[config.mk]
export PLATFORM = sky130hd
export DESIGN_NAME = multdiv_sequencer_flat
export DESIGN_NICKNAME = d
export VERILOG_FILES = /design/src/rtl/multdiv_pkg.sv /design/src/rtl/multdiv_sequencer_if.sv /design/src/rtl/multdiv_op_detect.sv /design/src/rtl/multdiv_sequencer.sv /design/src/flat_wrapper.sv
export SDC_FILE = /design/constraint.sdc
export NUM_CORES = 1
export LEC_CHECK = 0
export BUFFER_PORTS_ARGS = -buffer_cell sky130_fd_sc_hd__buf_4
export CAP_MARGIN = 25
export CORE_MARGIN = 2
export CORE_UTILIZATION = 30
export DETAILED_ROUTE_END_ITERATION = 10
export PLACE_DENSITY = 0.67
export SLEW_MARGIN = 20
export SYNTH_ARGS = -nofsm -noshare
export SYNTH_HDL_FRONTEND = slang
export SYNTH_SLANG_ARGS = --single-unit
[constraint.sdc]
create_clock -name clock -period 2.6 [get_ports clock]
set_input_delay 0.26 -clock clock [delete_from_list [all_inputs] [get_ports clock]]
set_output_delay 0.26 -clock clock [all_outputs]
set_load 0.005 [all_outputs]
[src/rtl/multdiv_pkg.sv]
// Shared constants and FSM state type for the MUL/DIV execute-stage sequencer.
package multdiv_pkg;

  typedef enum logic [1:0] {
    IDLE,
    START,
    BUSY,
    DONE
  } state_t;

  localparam logic [4:0] OP_RTYPE     = 5'b00000;
  localparam logic [4:0] MUL_ALUOP    = 5'b00110;
  localparam logic [4:0] DIV_ALUOP    = 5'b00111;
  localparam logic [4:0] RSTATUS_REG  = 5'd30;
  localparam int unsigned RSTATUS_MUL = 4;
  localparam int unsigned RSTATUS_DIV = 5;

endpackage

[src/rtl/multdiv_sequencer_if.sv]
// Pipeline / multdiv / writeback signal bundle seen by the MUL/DIV sequencer.
interface multdiv_sequencer_if #(
  parameter int unsigned WIDTH = 32
);

  logic             x_valid;
  logic [4:0]       x_opcode;
  logic [4:0]       x_aluop;
  logic [4:0]       x_rd;
  logic [WIDTH-1:0] x_a;
  logic [WIDTH-1:0] x_b;
  logic             md_ctrl_mult;
  logic             md_ctrl_div;
  logic [WIDTH-1:0] md_a;
  logic [WIDTH-1:0] md_b;
  logic [WIDTH-1:0] md_result;
  logic             md_exception;
  logic             md_rdy;
  logic             stall;
  logic             wb_valid;
  logic [4:0]       wb_rd;
  logic [WIDTH-1:0] wb_data;
  logic             wb_ack;

  modport master (
    input  x_valid, x_opcode, x_aluop, x_rd, x_a, x_b,
    input  md_result, md_exception, md_rdy, wb_ack,
    output md_ctrl_mult, md_ctrl_div, md_a, md_b,
    output stall, wb_valid, wb_rd, wb_data
  );

  modport slave (
    output x_valid, x_opcode, x_aluop, x_rd, x_a, x_b,
    output md_result, md_exception, md_rdy, wb_ack,
    input  md_ctrl_mult, md_ctrl_div, md_a, md_b,
    input  stall, wb_valid, wb_rd, wb_data
  );

endinterface

[src/rtl/multdiv_op_detect.sv]
// Combinational decode of a live R-type MUL or DIV sitting in D/X.
module multdiv_op_detect
  import multdiv_pkg::*;
#(
  parameter logic [4:0] MUL_ALUOP = multdiv_pkg::MUL_ALUOP,
  parameter logic [4:0] DIV_ALUOP = multdiv_pkg::DIV_ALUOP
) (
  input  logic       valid,
  input  logic [4:0] opcode,
  input  logic [4:0] aluop,
  output logic       is_md,
  output logic       is_mul
);

  logic rtype;

  assign rtype  = valid & (opcode == OP_RTYPE);
  assign is_mul = rtype & (aluop == MUL_ALUOP);
  assign is_md  = is_mul | (rtype & (aluop == DIV_ALUOP));

endmodule

[src/rtl/multdiv_sequencer.sv]
// Launches the shared multdiv unit for MUL/DIV, stalls the front end and writes back rd or r30.
// Define MULTDIV_WATCHDOG_EN to end BUSY with an exception after MAX_CYCLES without md_rdy.
module multdiv_sequencer
  import multdiv_pkg::*;
#(
  parameter int unsigned WIDTH       = 32,
  parameter logic [4:0]  MUL_ALUOP   = multdiv_pkg::MUL_ALUOP,
  parameter logic [4:0]  DIV_ALUOP   = multdiv_pkg::DIV_ALUOP,
  parameter int unsigned RSTATUS_MUL = multdiv_pkg::RSTATUS_MUL,
  parameter int unsigned RSTATUS_DIV = multdiv_pkg::RSTATUS_DIV,
  parameter int unsigned MAX_CYCLES  = 48,
  parameter int unsigned CNT_W       = 6
) (
  input logic                 clock,
  input logic                 reset,
  multdiv_sequencer_if.master bus
);

  localparam logic [CNT_W-1:0] CNT_LIMIT = CNT_W'(MAX_CYCLES);

  state_t           state, next_state;
  logic             is_md, is_mul;
  logic             op_mul_l, exc_l;
  logic [WIDTH-1:0] a_l, b_l, result_l, rstatus;
  logic [4:0]       rd_l;
  logic [CNT_W-1:0] cnt;
  logic             cnt_max, wb_req, done_exit;

  multdiv_op_detect #(
    .MUL_ALUOP(MUL_ALUOP),
    .DIV_ALUOP(DIV_ALUOP)
  ) u_detect (
    .valid (bus.x_valid),
    .opcode(bus.x_opcode),
    .aluop (bus.x_aluop),
    .is_md (is_md),
    .is_mul(is_mul)
  );

  assign wb_req    = exc_l | (rd_l != '0);
  // A write to r0 has nothing to wait for, so DONE leaves without an ack.
  assign done_exit = (state == DONE) & (~wb_req | bus.wb_ack);
  assign cnt_max   = (cnt == CNT_LIMIT);
  assign rstatus   = op_mul_l ? WIDTH'(RSTATUS_MUL) : WIDTH'(RSTATUS_DIV);

  always_ff @(posedge clock) begin
    if (reset) state <= IDLE;
    else       state <= next_state;
  end

  always_comb begin
    next_state = state;
    case (state)
      IDLE:  if (is_md) next_state = START;
      START: next_state = BUSY;
      BUSY: begin
        if (bus.md_rdy) next_state = DONE;
`ifdef MULTDIV_WATCHDOG_EN
        else if (cnt_max) next_state = DONE;
`endif
      end
      DONE:  if (done_exit) next_state = IDLE;
      default: next_state = IDLE;
    endcase
  end

  always_ff @(posedge clock) begin
    if (reset) begin
      op_mul_l <= 1'b0;
      exc_l    <= 1'b0;
      a_l      <= '0;
      b_l      <= '0;
      rd_l     <= '0;
      result_l <= '0;
      cnt      <= '0;
    end else begin
      case (state)
        IDLE: begin
          if (is_md) begin
            op_mul_l <= is_mul;
            a_l      <= bus.x_a;
            b_l      <= bus.x_b;
            rd_l     <= bus.x_rd;
          end
        end
        START: begin
          cnt   <= '0;
          exc_l <= 1'b0;
        end
        BUSY: begin
          // Saturate so a stuck unit cannot wrap the counter back to zero.
          if (!cnt_max) cnt <= cnt + 1'b1;
          if (bus.md_rdy) begin
            result_l <= bus.md_result;
            exc_l    <= bus.md_exception;
          end
`ifdef MULTDIV_WATCHDOG_EN
          else if (cnt_max) exc_l <= 1'b1;
`endif
        end
        default: ;
      endcase
    end
  end

  always_comb begin
    bus.md_ctrl_mult = 1'b0;
    bus.md_ctrl_div  = 1'b0;
    bus.md_a         = '0;
    bus.md_b         = '0;
    bus.stall        = 1'b0;
    bus.wb_valid     = 1'b0;
    bus.wb_rd        = '0;
    bus.wb_data      = '0;
    case (state)
      IDLE: bus.stall = is_md;
      START: begin
        bus.stall        = 1'b1;
        bus.md_ctrl_mult = op_mul_l;
        bus.md_ctrl_div  = ~op_mul_l;
        bus.md_a         = a_l;
        bus.md_b         = b_l;
      end
      BUSY: begin
        bus.stall = 1'b1;
        bus.md_a  = a_l;
        bus.md_b  = b_l;
      end
      DONE: begin
        bus.stall    = ~done_exit;
        bus.md_a     = a_l;
        bus.md_b     = b_l;
        bus.wb_valid = wb_req;
        if (wb_req) begin
          bus.wb_rd   = exc_l ? RSTATUS_REG : rd_l;
          bus.wb_data = exc_l ? rstatus : result_l;
        end
      end
      default: ;
    endcase
  end

endmodule
[src/flat_wrapper.sv]
// flat-port wrapper written by rule: the top's interface ports become plain ports
module multdiv_sequencer_flat import multdiv_pkg::*;
#(
  parameter int unsigned WIDTH       = 32,
  parameter logic [4:0]  MUL_ALUOP   = multdiv_pkg::MUL_ALUOP,
  parameter logic [4:0]  DIV_ALUOP   = multdiv_pkg::DIV_ALUOP,
  parameter int unsigned RSTATUS_MUL = multdiv_pkg::RSTATUS_MUL,
  parameter int unsigned RSTATUS_DIV = multdiv_pkg::RSTATUS_DIV,
  parameter int unsigned MAX_CYCLES  = 48,
  parameter int unsigned CNT_W       = 6
)
  (clock, reset, bus_x_valid, bus_x_opcode, bus_x_aluop, bus_x_rd, bus_x_a, bus_x_b, bus_md_result, bus_md_exception, bus_md_rdy, bus_wb_ack, bus_md_ctrl_mult, bus_md_ctrl_div, bus_md_a, bus_md_b, bus_stall, bus_wb_valid, bus_wb_rd, bus_wb_data);
  multdiv_sequencer_if #(.WIDTH(WIDTH)) bus_i ();
  input logic clock;
  input logic reset;
  input wire logic [$bits(bus_i.x_valid)-1:0] bus_x_valid;
  input wire logic [$bits(bus_i.x_opcode)-1:0] bus_x_opcode;
  input wire logic [$bits(bus_i.x_aluop)-1:0] bus_x_aluop;
  input wire logic [$bits(bus_i.x_rd)-1:0] bus_x_rd;
  input wire logic [$bits(bus_i.x_a)-1:0] bus_x_a;
  input wire logic [$bits(bus_i.x_b)-1:0] bus_x_b;
  input wire logic [$bits(bus_i.md_result)-1:0] bus_md_result;
  input wire logic [$bits(bus_i.md_exception)-1:0] bus_md_exception;
  input wire logic [$bits(bus_i.md_rdy)-1:0] bus_md_rdy;
  input wire logic [$bits(bus_i.wb_ack)-1:0] bus_wb_ack;
  output wire logic [$bits(bus_i.md_ctrl_mult)-1:0] bus_md_ctrl_mult;
  output wire logic [$bits(bus_i.md_ctrl_div)-1:0] bus_md_ctrl_div;
  output wire logic [$bits(bus_i.md_a)-1:0] bus_md_a;
  output wire logic [$bits(bus_i.md_b)-1:0] bus_md_b;
  output wire logic [$bits(bus_i.stall)-1:0] bus_stall;
  output wire logic [$bits(bus_i.wb_valid)-1:0] bus_wb_valid;
  output wire logic [$bits(bus_i.wb_rd)-1:0] bus_wb_rd;
  output wire logic [$bits(bus_i.wb_data)-1:0] bus_wb_data;
  assign bus_i.x_valid = bus_x_valid;
  assign bus_i.x_opcode = bus_x_opcode;
  assign bus_i.x_aluop = bus_x_aluop;
  assign bus_i.x_rd = bus_x_rd;
  assign bus_i.x_a = bus_x_a;
  assign bus_i.x_b = bus_x_b;
  assign bus_i.md_result = bus_md_result;
  assign bus_i.md_exception = bus_md_exception;
  assign bus_i.md_rdy = bus_md_rdy;
  assign bus_i.wb_ack = bus_wb_ack;
  assign bus_md_ctrl_mult = bus_i.md_ctrl_mult;
  assign bus_md_ctrl_div = bus_i.md_ctrl_div;
  assign bus_md_a = bus_i.md_a;
  assign bus_md_b = bus_i.md_b;
  assign bus_stall = bus_i.stall;
  assign bus_wb_valid = bus_i.wb_valid;
  assign bus_wb_rd = bus_i.wb_rd;
  assign bus_wb_data = bus_i.wb_data;
  multdiv_sequencer #(.WIDTH(WIDTH), .MUL_ALUOP(MUL_ALUOP), .DIV_ALUOP(DIV_ALUOP), .RSTATUS_MUL(RSTATUS_MUL), .RSTATUS_DIV(RSTATUS_DIV), .MAX_CYCLES(MAX_CYCLES), .CNT_W(CNT_W)) u_core (.clock(clock), .reset(reset), .bus(bus_i));
endmodule
Yosys cells after proc, flatten, opt, wreduce, memory -nomap -nowiden
Cells that the tools add are included.

Input port bits: 117. Register bits: 105.

Equality and inequality tests: 8. Reduce and logical (&&, ||, !) cells: 10. Multiplexer cells: 19. Bitwise operators: 10.

Operators by type and width (count): $mux W32 (5); $mux W5 (3); $eq A5 B3 Y1 const B (2); $pmux W2 S4 (1); $mux W2 (3); $reduce_and A2 Y1 (3); $logic_not A5 Y1 (1); $mux W1 (5); $reduce_bool A5 Y1 (1); $and A1 B1 Y1 (4); $eq A2 B2 Y1 const B (2); $ne A2 B1 Y1 const B (2); $not A1 Y1 (3); $or A1 B1 Y1 (3); $pmux W1 S3 (1); $reduce_and A3 Y1 (1); $reduce_or A3 Y1 (1); $eq A2 B1 Y1 const B (1); $logic_not A2 Y1 (1); $ne A2 B2 Y1 const B (1); $pmux W1 S2 (1); $reduce_bool A2 Y1 (1); $reduce_or A2 Y1 (1).

Depth between registers and ports, before layout
Depth in word-level cells: 7. Gate-level depth with buffers: 7. Depth with buffers taken out: 6.

Hierarchy
Synthesis repeated with hierarchy kept, for this count alone.

Cell total of the unflattened synthesis: 602. Area, all modules: 4498.1 µm².

Modules (own cells, without submodules): multdiv_sequencer (area an instance 4453.0 µm², times used 1, cells an instance 597); multdiv_op_detect (area an instance 45.0 µm², times used 1, cells an instance 5).

Worst setup path before layout
No wires, ideal clock.

Path type: flip-flop to output port. Start point: reg u_core.rd_l[4]. End point: out bus_wb_data[10]. Buffers on the path: 1. Path slack: 0.724 ns. Cell stages (with the launch flop): 6. Arrival: 1.616 ns. Cell sequence: dfxtp_1 or4_4 o31ai_1 nor2_1 clkbuf_1 and2_1.

Longest elaborated chain between the ends: 4.

Ends and longest elaborated chain: from (decl) (line multdiv_sequencer.sv:25) `logic [4:0] rd_l;`; from (signal assigned) (line multdiv_sequencer.sv:83) `rd_l <= bus.x_rd;`; $reduce_bool A5 Y1 (line multdiv_sequencer.sv:40) `assign wb_req = exc_l | (rd_l != '0);`; $or A1 B1 Y1 (line multdiv_sequencer.sv:40); $mux W32 (line multdiv_sequencer.sv:134) `if (wb_req) begin`; $mux W32 (line multdiv_sequencer.sv:115) `case (state)`; to (decl) (line flat_wrapper.sv:33) `output wire logic [$bits(bus_i.wb_data)-1:0] bus_wb_data;`.

No other way between the ends.

Final worst setup path
Start point: reg u_core.rd_l[4]. End point: out bus_wb_data[1].

The elaborated chain is that of the path after synthesis.

==> flow_summary.toml <==
[run_status]
outcome = "finished clean"

[worst_hold_path]
min_path_type = "input port to flip-flop"

[final_layout]
syn_to_final_growth_pct = 48.2
num_antenna_cells = 0
drive_above_1_share_pct = 31.3
final_core_util_pct = 45.6
n_fill_cell = 1556
nNetsFinal = 918

[route]
drc = 0
num_vias = 4415
ant_nets = 0
wl_per_cell_um = 13.0
viasPerCell = 4.48
drt_iter0_drc = 209
routed_wl_um = 12900
firstDrtPassIters = 4

[logic_synthesis]
synth_cells = 598
synth_fp_nets = 720
syn-cell-area_um2 = 4470
ys_ff_latch = 105
synth_area_leaders = "dfxtp_1 (47%), nand2_1 (17%), a21oi_1 (11%)"
post_synth_num_cell_types = 29
ys_warn_count = 0
netlist.area_leader.share_pct = 47.0
avgSynthCellArea_um2 = 7.48
yosysTopAreaCell = "dfxtp_1"
seq_area_frac_synth_pct = 47.0

[clock_network]
path_clk_slew_ns = 0.07
ctsResizeCount = 0
clock_latency_ns = 0.35
cts_setup_buffers = 0
cts_max_level = 3
cts_buffer_depth = 2
root_buffer = "clkbuf_16"
cts_hold_buf = 0
cts_sinks = 105
cts_tree = "done"
cts_buffers = 9

[die]
row_count = 44
fp.dieH_um = 126
io_pins = 222
die_w_um = 126
dieArea_um2 = 15900
start_util_pct = 30.8
fp.coreArea_um2 = 14500

[pwr]
p_int_uw = 2520
pwr-share-seq_pct = 49.9
p_leak_uw = 0.00269
switching_share_pct = 22.1
powerDensity_nw_per_um2 = 487
vdd_drop_max_mv = 0.372
p_sw_uw = 713
p_clk_share_pct = 43.0
total_power_uw = 3230
comb_power_share_pct = 7.0

[grt]
gr-usage-met1_pct = 19.3
use_met3_pct = 7.86
grt_max_degree = 66
antenna_found_initial = 0
grtUsageTotal_pct = 15.7
overflow = 0
grt_pass1_vias = 3943
busiest_layer = "met2"
met2_usage_pct = 24.6
grt_pass1_wl_um = 20100

[worst_setup_path]
crit_required_ns = 2.34
critPathArrivalTime_ns = 2.16
crit_fanout = 30
critical_path_class = "flip-flop to output port"
start_kind = "flip-flop"
cp-end-kind = "output port"

[timing]
period_needed_ns = 2.42
rsz0062_at_grt = "false"
relSlewSlack_pct = 63.3
slew_viol_final = 0
hold_slack_ns = 0.0895
max_freq_mhz = 414
fin_crit_sh_pct = 92.9
hold_violations = 0
worst_pin_slew_ns = 0.550
setup_tns_ns = 0
fin_skew_ns = 0.00384
setup_violations = 0

[placement]
gp_congestion = 0.790
place.port_buffers = 221
dp_hpwl_um = 9150

[job]
max_cap_viol_count = 0
## sequential cells by signal, summed over array words and instances (netlist names)
register and flops:
u_core.result_l 32, u_core.b_l 32, u_core.op_mul_l 1, u_core.state 2, u_core.exc_l 1, u_core.rd_l 5, u_core.a_l 32
## metrics by stage
stage                     instances  setup slack (ns)  cell area [um2]
after floorplan                 598             0.724             4470
after global placement          969             0.603             6330
after detailed placement        969             0.557             6330
after CTS                       985             0.165             6630
after global routing            985            0.0595             6630
final                           985             0.184             6630
## final timing paths
path / cells past startpoint / end / slack [ns] / start
hold / removal: 2 / u_core.op_mul_l / 0.09 / bus_x_aluop[0]
hold reg to reg: 2 / u_core.a_l[26] / 0.45 / u_core.a_l[26]
setup / recovery: 7 / bus_wb_data[1] / 0.18 / u_core.rd_l[4]
setup reg to reg: 4 / u_core.state[0] / 0.70 / u_core.rd_l[4]
## area by class of cell
class	count	area, um2	share of cell area (%)
clock inverter	6	65.1	0.981
sequential	105	2100	31.7
clock buffer	10	239	3.60
timing repair buffer	232	1800	27.2
inverter	7	26.3	0.396
multi-input combinational	441	2160	32.6
tap	184	230	3.47
## cell usage after synthesis (all sizes together)
library cell,count
a211oi,1
a21oi,101
a22oi,1
a31oi,1
and2,32
and4,1
and4b,1
buf,11
clkbuf,34
dfxtp,105
ha,5
inv,7
mux2i,2
nand2,206
nand4,2
nor2,9
nor2b,66
nor3,1
nor4,1
o211a,1
o21a,4
o21ai,1
o21bai,1
o311a,1
o31ai,1
or4,2
## power by group through the flow
stage / logic, uW / clock network (uW) / registers [uW]
finish: 228 / 1390 / 1610
global route: 249 / 1510 / 1610
CTS: 232 / 1450 / 1610
detailed placement: 231 / 0 / 1650
global placement: 230 / 0 / 1650
floorplan: 65.0 / 0 / 1650
## cells in the final DEF (no fill, tap or decap), types with 2 or more instances in the layout
cell         n
dfxtp_1    105
o21a_1       4
nand2_1    206
clkbuf_16    9
mux2i_1      2
buf_4      227
ha_1         4
nand4_1      2
and2_1      32
nor2b_1     66
nor2_1       9
inv_1        7
a21oi_1    101
clkinv_2     2
buf_12       5
## worst max-delay path, cell delays in order, from the launching register on
cell and delay [ns]:
dfxtp_1 0.33, or4_4 0.54, o31ai_1 0.20, buf_4 0.16, nor2_1 0.04, buf_4 0.22
and2_1 0.19, buf_4 0.13
## layer usage
layer | wire length (um) | vias to the layer above
met3 | 1340 | 13
met5 | 0 | -
li1 | - | 2293
met4 | 174 | 0
met1 | 5480 | 1951
met2 | 5860 | 158
## cell families after synthesis
logic type,synth area share [%]
AOI/OAI and AO/OA,13.3
muxes,0.447
DFF,47.0
buffers and inverters,4.73
adders and majority gates,1.40
and+or+nand+nor,33.1
No activity file was read; power rests on OpenSTA's default activity.
